[config.mk]
export PLATFORM = sky130hd
export DESIGN_NAME = port_uart_transmitter
export DESIGN_NICKNAME = d
export VERILOG_FILES = /design/src/rtl/port_uart_transmitter_pkg.sv /design/src/rtl/port_uart_transmitter_fifo.sv /design/src/rtl/port_uart_transmitter.sv
export SDC_FILE = /design/constraint.sdc
export NUM_CORES = 1
export LEC_CHECK = 0
export CORE_MARGIN = 2
export CORE_UTILIZATION = 47
export DETAILED_ROUTE_END_ITERATION = 12
export HOLD_SLACK_MARGIN = 0.06
export PLACE_DENSITY = 0.76
export SYNTH_ARGS = -nofsm -noshare
export SYNTH_HDL_FRONTEND = slang
export SYNTH_SLANG_ARGS = --single-unit
[constraint.sdc]
create_clock -name clock -period 2.4 [get_ports clock]
set_clock_uncertainty 0.1 [all_clocks]
set_input_delay 0.48 -clock clock [delete_from_list [all_inputs] [get_ports clock]]
set_output_delay 0.48 -clock clock [all_outputs]
set_load 0.1 [all_outputs]
[src/rtl/port_uart_transmitter_pkg.sv]
// Shared types and status-word bit positions for the UART transmitter port.
// Software headers mirror the STATUS_* constants to decode statusWord.
package JZJCoreFTypes;

   typedef enum logic [1:0] {
      IDLE  = 2'd0,
      START = 2'd1,
      DATA  = 2'd2,
      STOP  = 2'd3
   } UARTTxState_t;

   localparam int STATUS_ACK_BIT       = 0;
   localparam int STATUS_FULL_BIT      = 1;
   localparam int STATUS_EMPTY_BIT     = 2;
   localparam int STATUS_BUSY_BIT      = 3;
   localparam int STATUS_COUNT_LSB     = 4;
   localparam int STATUS_COUNT_MSB     = 8;

   localparam int CMD_DATA_MSB         = 7;
   localparam int CMD_TOGGLE_BIT       = 8;

endpackage

[src/rtl/port_uart_transmitter_fifo.sv]
// Byte FIFO feeding the serializer. Power-of-two depth so the pointers wrap
// naturally; push into a full FIFO and pop from an empty one are ignored.
module PortUARTTransmitterFIFO #(
   parameter int DEPTH = 4
) (
   input  logic                       clock,
   input  logic                       reset,
   input  logic                       push,
   input  logic                       pop,
   input  logic [7:0]                 dataIn,
   output logic [7:0]                 dataOut,
   output logic [$clog2(DEPTH):0]     count,
   output logic                       full,
   output logic                       empty
);

   localparam int AW = $clog2(DEPTH);
   localparam int CW = AW + 1;

   logic [7:0]    r_mem [DEPTH];
   logic [AW-1:0] r_wr_ptr;
   logic [AW-1:0] r_rd_ptr;
   logic [CW-1:0] r_count;
   logic          w_do_push;
   logic          w_do_pop;

   assign full      = (r_count == CW'(DEPTH));
   assign empty     = (r_count == '0);
   assign w_do_push = push & ~full;
   assign w_do_pop  = pop & ~empty;
   assign dataOut   = r_mem[r_rd_ptr];
   assign count     = r_count;

   // Storage array; contents are don't-care until written, so no reset.
   always_ff @(posedge clock) begin
      if (w_do_push) begin
         r_mem[r_wr_ptr] <= dataIn;
      end
   end

   // Pointers and occupancy; simultaneous push and pop leaves count unchanged.
   always_ff @(posedge clock) begin
      if (reset) begin
         r_wr_ptr <= '0;
         r_rd_ptr <= '0;
         r_count  <= '0;
      end else begin
         if (w_do_push) begin
            r_wr_ptr <= r_wr_ptr + AW'(1);
         end
         if (w_do_pop) begin
            r_rd_ptr <= r_rd_ptr + AW'(1);
         end
         case ({w_do_push, w_do_pop})
            2'b10:   r_count <= r_count + CW'(1);
            2'b01:   r_count <= r_count - CW'(1);
            default: r_count <= r_count;
         endcase
      end
   end

endmodule

[src/rtl/port_uart_transmitter.sv]
// UART transmitter behind a CPU memory-mapped port pair.
// A new byte is requested by flipping commandWord[8]; the port echoes the
// toggle on statusWord[0] once the byte is accepted into the FIFO.
//
// state | meaning
// IDLE  | line high; dequeue next byte as soon as FIFO is non-empty
// START | start bit (txd=0) for CLOCKS_PER_BIT cycles
// DATA  | 8 data bits LSB first, CLOCKS_PER_BIT cycles each
// STOP  | stop bit (txd=1) for CLOCKS_PER_BIT cycles, then back to IDLE
module port_uart_transmitter
   import JZJCoreFTypes::*;
#(
   parameter int CLOCKS_PER_BIT = 434,
   parameter int FIFO_DEPTH     = 4
) (
   input  logic        clock,
   input  logic        reset,
   input  logic [31:0] commandWord,
   output logic [31:0] statusWord,
   output logic        txd
);

   localparam int            CW        = $clog2(FIFO_DEPTH) + 1;
   localparam logic [15:0]   BAUD_LAST = 16'(CLOCKS_PER_BIT - 1);

   UARTTxState_t  r_state;
   logic          r_txd;
   logic [15:0]   r_baud;
   logic [2:0]    r_bit;
   logic [7:0]    r_shift;
   logic          r_last_toggle;
   logic          r_ack;

   logic          w_req;
   logic          w_push;
   logic          w_pop;
   logic          w_full;
   logic          w_empty;
   logic          w_busy;
   logic          w_baud_last;
   logic [7:0]    w_fifo_dout;
   logic [CW-1:0] w_fifo_count;
   logic [4:0]    w_count5;
   logic          w_unused;

   // Upper command bits carry nothing for this port.
   assign w_unused    = ^commandWord[31:9];

   // Full comes from the registered count, so a full FIFO refuses the push
   // even on the edge where the serializer pops; the request simply stays
   // pending because lastToggle is left alone.
   assign w_req       = (commandWord[CMD_TOGGLE_BIT] != r_last_toggle);
   assign w_push      = w_req & ~w_full;
   assign w_pop       = (r_state == IDLE) & ~w_empty;
   assign w_baud_last = (r_baud == BAUD_LAST);
   assign w_busy      = (r_state != IDLE);
   assign w_count5    = 5'(w_fifo_count);

   PortUARTTransmitterFIFO #(
      .DEPTH (FIFO_DEPTH)
   ) u_fifo (
      .clock   (clock),
      .reset   (reset),
      .push    (w_push),
      .pop     (w_pop),
      .dataIn  (commandWord[CMD_DATA_MSB:0]),
      .dataOut (w_fifo_dout),
      .count   (w_fifo_count),
      .full    (w_full),
      .empty   (w_empty)
   );

   // Request handshake: accept the byte and echo the toggle on the same edge.
   always_ff @(posedge clock) begin
      if (reset) begin
         r_last_toggle <= 1'b0;
         r_ack         <= 1'b0;
      end else if (w_push) begin
         r_last_toggle <= commandWord[CMD_TOGGLE_BIT];
         r_ack         <= commandWord[CMD_TOGGLE_BIT];
      end
   end

   // Serializer FSM with registered line output.
   always_ff @(posedge clock) begin
      if (reset) begin
         r_state <= IDLE;
         r_txd   <= 1'b1;
         r_baud  <= '0;
         r_bit   <= '0;
         r_shift <= '0;
      end else begin
         case (r_state)
            IDLE: begin
               r_txd  <= 1'b1;
               r_baud <= '0;
               r_bit  <= '0;
               if (w_pop) begin
                  r_shift <= w_fifo_dout;
                  r_txd   <= 1'b0;
                  r_state <= START;
               end
            end
            START: begin
               if (w_baud_last) begin
                  r_baud  <= '0;
                  r_txd   <= r_shift[0];
                  r_shift <= {1'b0, r_shift[7:1]};
                  r_state <= DATA;
               end else begin
                  r_baud <= r_baud + 16'd1;
               end
            end
            DATA: begin
               if (w_baud_last) begin
                  r_baud <= '0;
                  if (r_bit == 3'd7) begin
                     r_bit   <= '0;
                     r_txd   <= 1'b1;
                     r_state <= STOP;
                  end else begin
                     r_bit   <= r_bit + 3'd1;
                     r_txd   <= r_shift[0];
                     r_shift <= {1'b0, r_shift[7:1]};
                  end
               end else begin
                  r_baud <= r_baud + 16'd1;
               end
            end
            STOP: begin
               r_txd <= 1'b1;
               if (w_baud_last) begin
                  r_baud  <= '0;
                  r_state <= IDLE;
               end else begin
                  r_baud <= r_baud + 16'd1;
               end
            end
            default: begin
               r_state <= IDLE;
               r_txd   <= 1'b1;
               r_baud  <= '0;
               r_bit   <= '0;
            end
         endcase
      end
   end

   assign txd = r_txd;

   always_comb begin
      statusWord                                      = '0;
      statusWord[STATUS_ACK_BIT]                      = r_ack;
      statusWord[STATUS_FULL_BIT]                     = w_full;
      statusWord[STATUS_EMPTY_BIT]                    = w_empty;
      statusWord[STATUS_BUSY_BIT]                     = w_busy;
      statusWord[STATUS_COUNT_MSB:STATUS_COUNT_LSB]   = w_count5;
   end

endmodule

* Word-level counts from Yosys, hierarchy flattened *
Memories as Yosys holds them, arrays and structs flattened. A register that Yosys moved wholly into a read port is not among the register bits.
Cells that the tools add are included.

operators by class
  bitwise operators = 6
  equal/unequal tests = 15
  $add $sub $neg = 6
  mux-type cells = 26
  reductions and logical operators = 11

operators by type and width
  cell                                             count
  2-to-1 mux 8 bit                                 4
  case mux 16 bit (2 select lines)                 1
  case mux 8 bit (3 select lines)                  1
  adder 16 x 1 -> 16 bit (second input constant)   1
  == test 16 x 9 -> 1 bit (second input constant)  1
  2-to-1 mux 16 bit                                1
  2-to-1 mux 2 bit                                 7
  case mux 3 bit (2 select lines)                  2
  inequality test 2 bit (second input constant)    5
  AND reduction 5 bit                              2
  case mux 2 bit (4 select lines)                  1
  adder 3 x 1 -> 3 bit (second input constant)     2
  == test 2 bit (second input constant)            3
  == test 3 bit (second input constant)            2
  2-to-1 mux 1 bit                                 6
  2-to-1 mux 3 bit                                 2
  nonzero test 2 bit                               3
  adder 2 x 1 -> 2 bit (second input constant)     2
  AND 1 bit                                        4
  == test 2 x 1 -> 1 bit (second input constant)   2
  case mux 1 bit (4 select lines)                  1
  AND reduction 2 bit                              2
  zero test 3 bit                                  1
  nonzero test 3 bit                               1
  other kinds (6)                                  7

storage, ports and cells
  logic and storage cells = 74
  bits in writable memories = 32
  output and inout port bits = 33
  memories = 1
  register bits = 38

memory list
  memory        words  width  read ports  clocked after Yosys merged registers in  write ports  line                              RTL
  u_fifo.r_mem  4      8      1           1                                        1            port_uart_transmitter_fifo.sv:20  logic [7:0] r_mem [DEPTH];

* Logic depth before layout (Yosys ltp) *
Gate-level depths: netlist (run 1).

  word-level depth = 6
  mapped depth = 9
  mapped depth without buffers = 9

* Modules after synthesis *
A second synthesis (run 1) with hierarchy kept.

unflattened totals
  cell total of the unflattened synthesis = 320
  area total of the unflattened synthesis = 3651.0 um2

modules (own cells, without submodules)
  module                   instances  area an instance (um2)  sequential area each (um2)  cells each
  port_uart_transmitter    1          2015.7                  620.6                       224
  PortUARTTransmitterFIFO  1          1635.3                  1141.1                      96

* Worst setup path before layout (run 1) *
Ideal clock, no wire load.

  path type = reg-to-reg
  start = reg u_fifo.r_count[2], in the netlist u_fifo.count[2]
  end = reg u_fifo.r_count[2], in the netlist u_fifo.count[2]
  arrival time = 2.847 ns
  path slack = -0.618 ns
  data required time = 2.230 ns
  stages on the path, launching flop included = 10
  cell sequence = dfxtp_1 nor3b_1 nor2_1 inv_1 ha_1 inv_1 fa_1 xor2_1 or3_1 a21oi_1

between the ends
  longest elaborated chain between the ends = 6
  elaborated cells on any way between the ends = 14
  classes of those cells = add/sub (2); eq/ne (3); mux (1); bitwise (6); reduce/logical (2)

RTL lines
  what                                                                   line                                                           RTL
  start: declaration                                                     port_uart_transmitter_fifo.sv:23                               logic [CW-1:0] r_count;
  start signal: assignment                                               port_uart_transmitter_fifo.sv:55                               2'b10: r_count <= r_count + CW'(1);
  start signal: assignment                                               port_uart_transmitter_fifo.sv:56                               2'b01: r_count <= r_count - CW'(1);
  start signal: assignment                                               port_uart_transmitter_fifo.sv:57                               default: r_count <= r_count;
  == test 3 bit (*)                                                      port_uart_transmitter_fifo.sv:27                               assign full = (r_count == CW'(DEPTH));
  via u_fifo.full                                                        port_uart_transmitter_fifo.sv:13                               output logic full,
  NOT 1 bit (*)                                                          port_uart_transmitter_fifo.sv:29, port_uart_transmitter.sv:53
  AND 1 bit                                                              port_uart_transmitter.sv:53                                    assign w_push = w_req & ~w_full;
  AND 1 bit (*)                                                          port_uart_transmitter_fifo.sv:29                               assign w_do_push = push & ~full;
  == test 2 x 1 -> 1 bit or == test 2 bit (tied branches)                port_uart_transmitter_fifo.sv:54                               case ({w_do_push, w_do_pop})
  case mux 3 bit (2 select lines) or nonzero test 2 bit (tied branches)  -

Mark *: on every way through the listed nets, which the timed path passes. The rest lies on a longest branch.
A chain may end at the register's enable or synchronous reset.

* Worst setup path after layout (run 1) *
  start = reg r_state[1]
  end = reg u_fifo.r_count[2], in the netlist u_fifo.count[2]

between the ends
  longest elaborated chain between the ends = 5
  elaborated cells on any way between the ends = 7
  classes of those cells = eq/ne (2); mux (1); bitwise (2); reduce/logical (2)

RTL lines
  what                                                                   line                              RTL
  start: declaration                                                     port_uart_transmitter.sv:26       UARTTxState_t r_state;
  start signal: assignment                                               port_uart_transmitter.sv:87       r_state <= IDLE;
  start signal: assignment                                               port_uart_transmitter.sv:101      r_state <= START;
  start signal: assignment                                               port_uart_transmitter.sv:109      r_state <= DATA;
  zero test 2 bit (*)                                                    port_uart_transmitter.sv:54       assign w_pop = (r_state == IDLE) & ~w_empty;
  AND 1 bit (*)                                                          port_uart_transmitter.sv:54
  AND 1 bit (*)                                                          port_uart_transmitter_fifo.sv:30  assign w_do_pop = pop & ~empty;
  via u_fifo.w_do_pop                                                    port_uart_transmitter_fifo.sv:25  logic w_do_pop;
  == test 2 x 1 -> 1 bit or == test 2 bit (tied branches)                port_uart_transmitter_fifo.sv:54
  case mux 3 bit (2 select lines) or nonzero test 2 bit (tied branches)  -

Marked as above.

==> results of run 1 <==
cell families (layout without fill, tap and decap cells):
group                      count (synthesis)  in the layout  synth area share, %
AOI/OAI and AO/OA                         44             44                 7.99
xor gates and xnor gates                  16             16                 4.07
adders and majority gates                 15             15                 5.67
buffers and inverters                     55             61                 9.52
DFF                                       72             72                 51.2
muxes                                     17             17                 7.85
other                                      1             25                0.109
and+or+nand+nor                           83             83                 13.6
power by group:
| part | switching, mW | internal (mW) | total [mW] |
|---|---|---|---|
| combinational | 1.30 | 0.745 | 2.04 |
| clock | 0.455 | 0.485 | 0.940 |
| sequential | 0.151 | 1.52 | 1.67 |
Yosys cell counts (all sizes together):
library cell	n
clkbuf	8
a41oi	1
nand2	11
or4	1
nor2	26
nor3b	2
xor2	9
and2	6
or3	12
nor4	2
and4	6
xnor2	7
o31a	1
conb	1
nand4b	1
mux4	8
fa	1
a21oi	18
nand2b	1
inv	13
mux2i	9
dfxtp	40
o211ai	5
or2	1
o211a	2
o41ai	1
nand4	4
nand3	5
o21ai	13
ha	14
nor3	1
edfxtp	32
o2111ai	1
and3	2
or4b	2
o31ai	2
buf	34
state kept, by name, summed over array words and instances (netlist names), named ones only:
name and cells:
r_ack 1, r_baud 16, r_bit 3, r_shift 8, r_state 2, txd 1
u_fifo.count 3, u_fifo.r_mem 32, u_fifo.r_rd_ptr 2, u_fifo.r_wr_ptr 2
worst max-delay path by stage:
stage                                 startpoint                      endpoint  cells after the start
CTS                               commandWord[8]  u_fifo.count[2]$_SDFFE_PP0P_                     10
global placement                  commandWord[8]  u_fifo.count[2]$_SDFFE_PP0P_                     10
global route             r_state[1]$_SDFFE_PP0P_  u_fifo.count[2]$_SDFFE_PP0P_                      9
detailed placement                commandWord[8]  u_fifo.count[2]$_SDFFE_PP0P_                     10
finish                   r_state[1]$_SDFFE_PP0P_  u_fifo.count[2]$_SDFFE_PP0P_                      9
floorplan           u_fifo.count[2]$_SDFFE_PP0P_  u_fifo.count[2]$_SDFFE_PP0P_                      9
cell type report:
cell class / instances / share of cell area, %
well taps: 99 / 3.18
flip-flops and latches: 72 / 45.4
multi-input cells: 200 / 37.5
clock inverters: 6 / 1.83
repair buffers: 32 / 7.52
inverters: 13 / 1.25
clock buffers: 10 / 3.28
layer usage:
layer | GRT usage [%] | vias up | routed length (µm)
li1 | - | 1078 | -
met1 | 18.1 | 1044 | 2490
met2 | 25.7 | 45 | 2800
met3 | 5.21 | 8 | 225
met4 | 5.16 | 0 | 66
met5 | 0 | - | 0
critical path: stages, from the launching register on:
cell	delay, ns
dfxtp_1	0.35
inv_1	0.12
ha_1	0.20
o31a_1	0.17
ha_1	0.17
inv_1	0.05
fa_1	0.37
xor2_1	0.16
or3_1	0.30
a21oi_1	0.14
per-stage QoR:
step	util, %	total power [mW]	setup slack, ns
6_report	54.3	4.65	0.194
5_1_grt	54.3	4.95	0.0321
4_1_cts	54.1	4.69	0.124
3_5_place_dp	51.3	3.74	-0.230
3_3_place_gp	51.3	3.68	-0.168
2_1_floorplan	-	3.29	0.0184
what timing repair did:
item,in CTS,in global routing
setup endpoints to repair,0,2
resized for setup,0,3
hold endpoints to repair,0,0
hold buffers,0,0
==> results.sh, run 1 <==
export IMPL_area_growth_syn_to_layout_pct=13.1
export IMPL_avgSynthCellArea_um2=11.4
export IMPL_clock_latency_ns=0.35
export IMPL_ant_nets=0
export IMPL_die_w_um=89.6
export IMPL_hold_class="reg2reg"
export IMPL_die_area_um2=8030
export IMPL_crit_required_ns=2.57
export IMPL_fmax_mhz=453
export IMPL_start_util_pct=48.0
export IMPL_num_vias=2175
export IMPL_antenna_found_initial=0
export IMPL_worst_pin_slew_ns=0.547
export IMPL_power_density_nw_per_um2=1190
export IMPL_dp_hpwl_mm=3.89
export IMPL_synth_top_area_share_pct=27.9
export IMPL_ys_seq_elements=72
export IMPL_post_route_min_period_ns=2.21
export IMPL_power_leakage_nw=1.45
export IMPL_slew_violations=0
export IMPL_crit_fanout=4
export IMPL_yosys_area_top_type="edfxtp_1"
export IMPL_finalSetupViolCount=0
export IMPL_hp_start="r_shift[1]$_SDFFE_PP0P_"
export IMPL_reg2reg_depth=9
export IMPL_final_cell_mix="dfxtp_1 (37), edfxtp_1 (32), nor2_1 (26)"
export IMPL_clock_root_buffer="clkbuf_8"
export IMPL_io_buffers=18
export IMPL_worstReg2RegStart="r_state[1]$_SDFFE_PP0P_"
export IMPL_place_area_um2=3680
export IMPL_clock_sinks=72
export IMPL_clkTransAtPathRegs_ns=0.07
export IMPL_crit_path_end_kind="flip-flop"
export IMPL_clk_path_buf_depth=2
export IMPL_hold_viol=0
export IMPL_grt_start_max_net_pins=22
export IMPL_dp_cells=416
export IMPL_grt_pass1_vias=2032
export IMPL_ios=67
export IMPL_multi_input_area_um2=1460
export IMPL_yosys_top_cells_area="edfxtp_1 (28%), dfxtp_1 (23%), buf_4 (6.3%)"
export IMPL_hold_path_end="r_shift[1]$_SDFFE_PP0P_"
export IMPL_cap_violations=0
export IMPL_final_nets=377
export IMPL_r2r_end="u_fifo.count[2]$_SDFFE_PP0P_"
export IMPL_worstPathArrival_ns=2.37
export IMPL_syn_inst=303
export IMPL_rsz0062_at_grt="no"
export IMPL_htree_levels=3
export IMPL_wire_per_inst_um=12.9
export IMPL_num_rows=31
export IMPL_core_area_um2=7180
export IMPL_drcViolationCount=0
export IMPL_yosysUniqueCellTypes=43
export IMPL_grt_overflow=0
export IMPL_holdWs_ns=0.382
export IMPL_cts_tree="yes"
export IMPL_drtPass1Iterations=4
export IMPL_final_area_um2=3890
export IMPL_worst_r2r_setup_slack_ns=0.19
export IMPL_vias_per_cell=5.03
export IMPL_post_cts_setup_buffers=0
export IMPL_syn_area_um2=3440
export IMPL_crit_type="reg2reg"
export IMPL_ys_seq_area_share_pct=51.2
export IMPL_crit_path_start_kind="flip-flop"
export IMPL_vdd_ir_drop_max_mv=0.557
export IMPL_grt_pass1_wl_mm=9.22
export IMPL_finalSetupTns_ns=0
export IMPL_grtUsageTotal_pct=15.2
export IMPL_die_h_um=89.6
export IMPL_status="finished clean"
export IMPL_wirelength_mm=5.58
export IMPL_fill_cells=610
export IMPL_final_common_cell="dfxtp_1"
export IMPL_regArea_um2=1770
export IMPL_hold_depth=2
export IMPL_ys_warn_count=0
export IMPL_relSlewSlack_pct=63.4
export IMPL_routabilityCongestion=0.838
export IMPL_fin_cells=432
export IMPL_diodes=0
export IMPL_drive_above_1_share_pct=16.8
export IMPL_period_share_pct=91.9
export IMPL_drtIter0Drc=122
export IMPL_cts_buffers=9
(Power assumes the default switching activity.)
==> inputs of run 2 (changes only) <==
Settings changed: MAX_ROUTING_LAYER from default to met4.
==> results.sh, run 2 (synthesis gave the netlist of run 1 again) <==
export IMPL_drtPass1Iterations=4
export IMPL_final_util_pct=54.3
export IMPL_crit_slowest_cell="fa_1"
export IMPL_largest_reg_flops=32
export IMPL_critPathCapture="u_fifo.count[2]$_SDFFE_PP0P_"
export IMPL_crit_required_ns=2.57
export IMPL_drcViolationCount=0
export IMPL_clock_latency_ns=0.35
export IMPL_crit_fanout=4
export IMPL_die_w_um=89.6
export IMPL_die_area_um2=8030
export IMPL_slowest_delay_ns=0.37
export IMPL_clock_sinks=72
export IMPL_antenna_found_initial=0
export IMPL_post_cts_setup_buffers=0
export IMPL_worst_r2r_setup_slack_ns=0.19
export IMPL_crit_type="reg2reg"
export IMPL_vdd_ir_drop_max_mv=0.557
export IMPL_clock_root_buffer="clkbuf_8"
export IMPL_critPathTopFamily="adder cells"
export IMPL_area_growth_syn_to_layout_pct=13.1
export IMPL_htree_levels=3
export IMPL_worst_pin_slew_ns=0.547
export IMPL_status="finished clean"
export IMPL_finalPower_mw=4.65
export IMPL_cts_tree="yes"
export IMPL_ios=67
export IMPL_io_buffers=18
export IMPL_period_share_pct=91.9
export IMPL_final_common_cell="dfxtp_1"
export IMPL_cap_violations=0
export IMPL_final_cell_mix="dfxtp_1 (37), edfxtp_1 (32), nor2_1 (26)"
export IMPL_diodes=0
export IMPL_grtUsageTotal_pct=15.7
export IMPL_routabilityCongestion=0.851
export IMPL_worstSetupStartpoint="r_state[1]$_SDFFE_PP0P_"
export IMPL_hold_viol=0
export IMPL_grt_start_max_net_pins=22
export IMPL_place_area_um2=3680
export IMPL_start_util_pct=48.0
export IMPL_crit_path_end_kind="flip-flop"
export IMPL_final_nets=377
export IMPL_cts_buffers=9
export IMPL_relSlewSlack_pct=63.4
export IMPL_grt_pass1_wl_mm=9.23
export IMPL_hold_class="reg2reg"
export IMPL_hold_buffers=0
export IMPL_top_register="u_fifo.r_mem"
export IMPL_cp_cell_sequence="inv_1 > ha_1 > o31a_1 > ha_1 > inv_1 > fa_1 > xor2_1 > or3_1 > a21oi_1"
export IMPL_ant_nets=0
export IMPL_r2r_end="u_fifo.count[2]$_SDFFE_PP0P_"
export IMPL_post_route_min_period_ns=2.21
export IMPL_dp_cells=416
export IMPL_fin_cells=432
export IMPL_num_rows=31
export IMPL_wirelength_mm=5.59
export IMPL_num_vias=2179
export IMPL_slew_violations=0
export IMPL_power_density_nw_per_um2=1190
export IMPL_worstPathArrival_ns=2.37
export IMPL_core_area_um2=7180
export IMPL_drtIter0Drc=111
export IMPL_reg2reg_depth=9
export IMPL_final_area_um2=3890
export IMPL_wire_per_inst_um=12.9
export IMPL_worstReg2RegStart="r_state[1]$_SDFFE_PP0P_"
export IMPL_die_h_um=89.6
export IMPL_crit_path_start_kind="flip-flop"
export IMPL_clkTransAtPathRegs_ns=0.07
export IMPL_fmax_mhz=453
export IMPL_clk_path_buf_depth=2
export IMPL_cp_buffers_inverters=2
export IMPL_top_regs="u_fifo.r_mem x32, r_baud x16, r_shift x8"
export IMPL_power_leakage_nw=1.45
export IMPL_grt_pass1_vias=2034
export IMPL_dp_hpwl_mm=3.89
export IMPL_vias_per_cell=5.04
export IMPL_holdWs_ns=0.382
export IMPL_rsz0062_at_grt="no"
export IMPL_finalSetupViolCount=0
export IMPL_path_depth=9
export IMPL_drive_above_1_share_pct=16.8
export IMPL_grt_overflow=0
-- run 2: cell counts in the layout (fill, tap and decap cells not counted) --
No cell type changed its count.
-- run 2: where the power goes --
group	internal, mW	leakage, nW	switching (mW)
logic	0.745	0.742	1.30
clock network	0.485	0.0927	0.454
registers	1.52	0.621	0.152
-- run 2: worst min path at each step --
stage / start / endpoint / slack (ns) / depth (start not counted)
finish: r_shift[1]$_SDFFE_PP0P_ / r_shift[1]$_SDFFE_PP0P_ / 0.38 / 2
global route: commandWord[8] / r_ack$_SDFFE_PP0P_ / 0.38 / 3
global placement: r_shift[1]$_SDFFE_PP0P_ / r_shift[1]$_SDFFE_PP0P_ / 0.36 / 2
CTS: r_shift[7]$_SDFFE_PP0P_ / r_shift[7]$_SDFFE_PP0P_ / 0.38 / 2
detailed placement: r_shift[3]$_SDFFE_PP0P_ / r_shift[3]$_SDFFE_PP0P_ / 0.37 / 2
floorplan: r_baud[0]$_SDFF_PP0_ / r_baud[0]$_SDFF_PP0_ / 0.34 / 1
-- run 2: layout make-up --
| type | instances | area, µm² |
|---|---|---|
| clock inverters | 6 | 71.3 |
| repair buffers | 32 | 293 |
| inverters | 13 | 48.8 |
| clock buffers | 10 | 128 |
| well taps | 99 | 124 |
| fillers | 610 | 3280 |
| multi-input cells | 200 | 1460 |
| flip-flops and latches | 72 | 1770 |
-- run 2: per-stage QoR --
step	worst slack, ns	setup TNS, ns
5_1_grt	0.0321	0
2_1_floorplan	0.0184	0
3_5_place_dp	-0.230	-0.230
4_1_cts	0.124	0
6_report	0.194	0
3_3_place_gp	-0.168	-0.168
-- run 2: layer usage --
metal	track usage [%]	share of wire [%]	up-vias
met5	-	0	-
met2	25.8	50	43
li1	-	-	1078
met3	5.12	3.9	8
met4	5.16	1.1	0
met1	18.1	45	1050
-- run 2: tightest hold or removal path: stages (launching register included) --
cell and delay [ns]:
dfxtp_1 0.32, o21ai_0 0.07, a21oi_1 0.06
-- run 2: what timing repair did --
item                                   4_1_cts  5_1_grt
setup endpoints to repair                    0        2
gates resized for setup                      0        3
endpoints found under the hold margin        0        0
